`config.mk`:
```
export PLATFORM = sky130hd
export DESIGN_NAME = sub_32_bit_seq
export DESIGN_NICKNAME = d
export VERILOG_FILES = /design/src/rtl/sub_32_bit_seq.sv
export SDC_FILE = /design/constraint.sdc
export NUM_CORES = 1
export LEC_CHECK = 0
export CAP_MARGIN = 40
export CORE_MARGIN = 2
export CORE_UTILIZATION = 45
export CTS_CLUSTER_SIZE = 10
export DETAILED_ROUTE_END_ITERATION = 16
export PLACE_DENSITY = 0.87
export RECOVER_POWER = 25
export SLEW_MARGIN = 20
export SYNTH_ARGS = -nofsm -noshare
export SYNTH_HDL_FRONTEND = slang
export SYNTH_SLANG_ARGS = --single-unit
```
`constraint.sdc`:
```
create_clock -name clk -period 3.45 [get_ports clk]
set_clock_uncertainty 0.1 [all_clocks]
set_input_delay 0.345 -clock clk [delete_from_list [all_inputs] [get_ports clk]]
set_output_delay 0.345 -clock clk [all_outputs]
set_load 0.02 [all_outputs]
```
`src/rtl/sub_32_bit_seq.sv`:
```
// Multi-cycle subtractor: answer = input1 - input2, one CHUNK-bit slice per cycle, LSB first.
// Optional signed flags (zero/negative/overflow) are built only when SUB_FLAGS_EN is defined.
module sub_32_bit_seq #(
    parameter int N     = 32,
    parameter int CHUNK = 8
) (
    input  logic         clk,
    input  logic         rst,
    input  logic         in_valid,
    output logic         in_ready,
    input  logic [N-1:0] input1,
    input  logic [N-1:0] input2,
    output logic         out_valid,
    input  logic         out_ready,
    output logic [N-1:0] answer,
    output logic         borrow_out,
    output logic         zero,
    output logic         negative,
    output logic         overflow
);

    localparam int K  = N / CHUNK;
    localparam int KW = (K > 1) ? $clog2(K) : 1;

    typedef enum logic [1:0] {IDLE, BUSY, DONE} state_t;

    state_t           state;
    logic [N-1:0]     op_a;
    logic [N-1:0]     op_b_inv;
    logic             carry;
    logic [KW-1:0]    k;
    logic [CHUNK-1:0] a_chunk;
    logic [CHUNK-1:0] b_chunk;
    logic [CHUNK:0]   sum;
    logic             last;

    assign a_chunk = op_a[k*CHUNK +: CHUNK];
    assign b_chunk = op_b_inv[k*CHUNK +: CHUNK];
    assign sum     = {1'b0, a_chunk} + {1'b0, b_chunk} + (CHUNK+1)'(carry);
    assign last    = (k == KW'(K - 1));

    always_ff @(posedge clk) begin
        if (rst) begin
            state      <= IDLE;
            in_ready   <= 1'b1;
            out_valid  <= 1'b0;
            answer     <= '0;
            borrow_out <= 1'b0;
            op_a       <= '0;
            op_b_inv   <= '0;
            carry      <= 1'b0;
            k          <= '0;
        end else begin
            case (state)
                IDLE: begin
                    if (in_valid && in_ready) begin
                        op_a     <= input1;
                        op_b_inv <= ~input2;
                        carry    <= 1'b1;   // the +1 of two's complement
                        k        <= '0;
                        in_ready <= 1'b0;
                        state    <= BUSY;
                    end
                end
                BUSY: begin
                    answer[k*CHUNK +: CHUNK] <= sum[CHUNK-1:0];
                    carry                    <= sum[CHUNK];
                    if (last) begin
                        borrow_out <= ~sum[CHUNK];
                        out_valid  <= 1'b1;
                        state      <= DONE;
                    end else begin
                        k <= k + 1'b1;
                    end
                end
                DONE: begin
                    if (out_valid && out_ready) begin
                        out_valid <= 1'b0;
                        in_ready  <= 1'b1;
                        state     <= IDLE;
                    end
                end
                default: state <= IDLE;
            endcase
        end
    end

`ifdef SUB_FLAGS_EN
    logic [N-1:0] answer_next;

    always_comb begin
        answer_next                   = answer;
        answer_next[k*CHUNK +: CHUNK] = sum[CHUNK-1:0];
    end

    // op_b_inv holds ~input2, so differing operand signs show up as equal stored MSBs.
    always_ff @(posedge clk) begin
        if (rst) begin
            zero     <= 1'b0;
            negative <= 1'b0;
            overflow <= 1'b0;
        end else if (state == BUSY && last) begin
            zero     <= (answer_next == '0);
            negative <= answer_next[N-1];
            overflow <= (op_a[N-1] == op_b_inv[N-1]) && (answer_next[N-1] != op_a[N-1]);
        end
    end
`else
    assign zero     = 1'b0;
    assign negative = 1'b0;
    assign overflow = 1'b0;
`endif

endmodule

```
==> impl_results.md <==
- Vias/cell: approximately 5.5
- Psw: 716 uW
- Routed len/inst: about 16 um
- Synthesis Warnings: 0
- Setup crit end kind: register
- Fraction of layout cells with a size suffix above 1: 8.02%
- Hold-fix buffers at CTS: 0
- Area occupied by multi-input gates: approximately 2200 um^2
- Die width: between 100 and 150 um
- Clock Sinks: about 100
- Cell Rows: 36
- Clock power share: between 30% and 40%
- Fillers: between 800 and 900
- Final TNS setup: 0 ns
- Synthesized flop and latch total: ~100
- Cell internal pwr: 1.84 mW
- Avg Cell Area, Syn: between 9 and 10 um^2
- Final Hold Vio Count: 0
- H-Tree Level Count: 3
- Port Buffers: between 100 and 150
- Core Box Area: 9680 um^2
- Layout area overhead: 28.8%
- Antenna Violating Nets Remaining: 0
- Worst EP arrival: roughly 3.3 ns
- Fin crit period: approximately 3.2 ns
- Post-CTS Repair Setup Buffers: 0
- Post-synthesis cell count: 470
- Initial antenna violation count: 0
- Die Ht: 103 um
- Crit Path Max Fanout: 20
- Total length of routed wires: between 10 and 15 mm
- Status: finished, violations left
- GPL Wtd Cong: 0.858
- Total track usage: ~22%
- Critical path type: reg2reg
- Total power: about 2.6 mW
- DR DRC count: 0
- Largest net degree at the start of global routing: 100
- Post-synth EDFFs: 0
- RSZ-0062 raised after global routing: false
- Global-route wire length before repair: about 18 mm
- CTS tree: done
- Number of antenna diodes: 0
- Gate power share: a little under a fifth
- Vias: roughly 3,800
- Post-synth top flop: dfxtp_1
- Leak Pwr: around 2.1 nW
- Die ar.: between 10,000 and 15,000 um^2
- Clock tree buffer depth: 2
- Post-CTS Resized: 0
- Max Cap Viol: 2
- CTS Buf Count: 9
- Post-synth ARST share: 0%
- DRT iter0 DRCs: ~200
- Final Cycle Share: about nine tenths
- Fin. max-slew vios: 38
- Grt ovf: 0
- DRT Pass-1 Iters: 5
- Flop pwr share: between 50% and 60%
- Post-DP HPWL: 8.25 mm
- Critical Path Source Type: register
- Register area share after synthesis: 46.7%
- Hold Crit Class: reg2reg
- Fin nets: between 600 and 700
- Pwr per Cell Area: between 400 and 500 nW/um^2
- Number of I/O pins: approximately 110
- Vias in the first global route: between 3,000 and 4,000
- Sw Ratio: roughly 28%
- Initial Utilization: between 40 and 50%
- Peak VDD IR: between 0.2 and 0.25 mV
- Slew margin rel.: -4.86%
- Register area: 2080 um^2
- Failing checks: max-capacitance violations, max-slew violations
- Required @ worst endpoint: roughly 3.6 ns
- Mapped Area: roughly 4500 um^2
- Skew-Pair Late Insertion Delay: approximately 0.38 ns
- Setup violators final: 0
- Clk slew on worst S/H paths: about 0.090 ns
- FMAX: approximately 320 MHz
- Root buffer cell: clkbuf_8
- Tightest Pin Transition: about 1.6 ns
- Yosys cell types: 36
[through the flow]
stage | hold slack (ns) | cells | utilization [%] | cell area [um^2] | setup slack [ns]
after global routing | 0.392 | 694 | 59.2 | 5740 | 0.0976
after global placement | 0.343 | 678 | 57.2 | 5540 | 0.466
after CTS | 0.339 | 694 | 59.3 | 5740 | 0.330
final | 0.366 | 694 | 59.2 | 5740 | 0.284
after floorplan | 0.333 | 472 | - | 4460 | 0.211
after detailed placement | 0.354 | 678 | 57.2 | 5540 | 0.342
[worst max-delay path, cell delays in order, from the launching register on]
cell and delay, ns:
dfxtp_1 0.36, buf_4 0.30, mux4_2 0.36, fa_1 0.44, fa_1 0.43, a21oi_1 0.25, o21ai_0 0.15, a21oi_1 0.22
xor2_1 0.30, o21ai_1 0.12
[cell type report]
type | count | share of cell area (%)
multi-input combinational | 328 | 38.3
sequential | 104 | 36.3
timing repair buffer | 108 | 18.6
tap | 133 | 2.90
clock buffer | 10 | 2.40
clock inverter | 6 | 1.18
inverter | 5 | 0.327
[power by group through the flow]
stage,clock network (mW),logic (mW),registers [mW]
finish,0.778,0.465,1.31
global route,0.825,0.506,1.32
CTS,0.784,0.463,1.31
detailed placement,0,0.461,1.34
global placement,0,0.443,1.34
floorplan,0,0.296,1.33
[cells in the final DEF (no fill, tap or decap), types with 4 or more instances in the layout]
master,Yosys,layout
dfxtp_1,104,104
clkdlybuf4s50_1,0,92
nand2_1,71,71
nor2_1,66,66
a21oi_1,42,42
a211oi_1,33,33
a22oi_1,25,25
mux4_2,16,16
ha_1,13,13
nand3b_1,10,10
clkbuf_8,0,10
dlygate4sd3_1,0,9
nand2b_1,7,7
o21ai_0,6,6
o21ai_1,6,6
inv_1,5,5
nor3_1,4,4
xor2_1,4,4
[metal layers]
| metal | track usage [%] | part of all wire, % |
|---|---|---|
| met1 | 25.7 | 41 |
| met2 | 37.6 | 50 |
| met4 | 10.4 | 2.8 |
| met3 | 4.44 | 5.8 |
| met5 | 0 | 0 |
[logic make-up after synthesis]
family	synth area share (%)
AND/OR/NAND/NOR	18.1
AO/OA/AOI/OAI	17.3
flip-flops	46.7
buffers and inverters	4.19
multiplexers	8.09
adder cells (fa/ha/maj)	4.55
XOR/XNOR	0.983
other	0.0842
[final timing paths]
check / start / endpoint / slack (ns) / depth (start not counted)
hold reg to reg: op_a[22]$_SDFFE_PP0P_ / op_a[22]$_SDFFE_PP0P_ / 0.37 / 2
hold / removal: op_a[22]$_SDFFE_PP0P_ / op_a[22]$_SDFFE_PP0P_ / 0.37 / 2
setup / recovery: k[1]$_SDFFE_PP0P_ / answer[14]$_SDFFE_PP0P_ / 0.28 / 9
setup reg to reg: k[1]$_SDFFE_PP0P_ / answer[14]$_SDFFE_PP0P_ / 0.28 / 9
[sequential cells by signal, indices dropped and copies added (netlist names)]
signal and count:
in_ready 1, state 2, k 2, out_valid 1, op_b_inv 32, carry 1
answer 32, borrow_out 1, op_a 32
[cell usage after synthesis (2+ instances only)]
cell	instances	area share [%]
clkbuf_1	16	1.3
nand2_4	2	0.51
fa_1	2	0.90
a22oi_1	25	4.2
nand3b_1	10	1.7
buf_2	14	1.6
a211oi_1	33	5.6
xor2_1	4	0.79
nor3_1	4	0.45
nor4b_4	3	1.6
o21bai_1	2	0.34
inv_1	5	0.42
nor2_1	66	5.6
o21ai_0	6	0.67
o21ai_1	6	0.67
nand2b_1	7	0.98
nand2_1	71	6.0
dfxtp_1	104	47
mux4_2	16	8.1
a21oi_1	42	4.7
buf_4	5	0.84
ha_1	13	3.7
No activity file was read; power rests on OpenSTA's default activity.
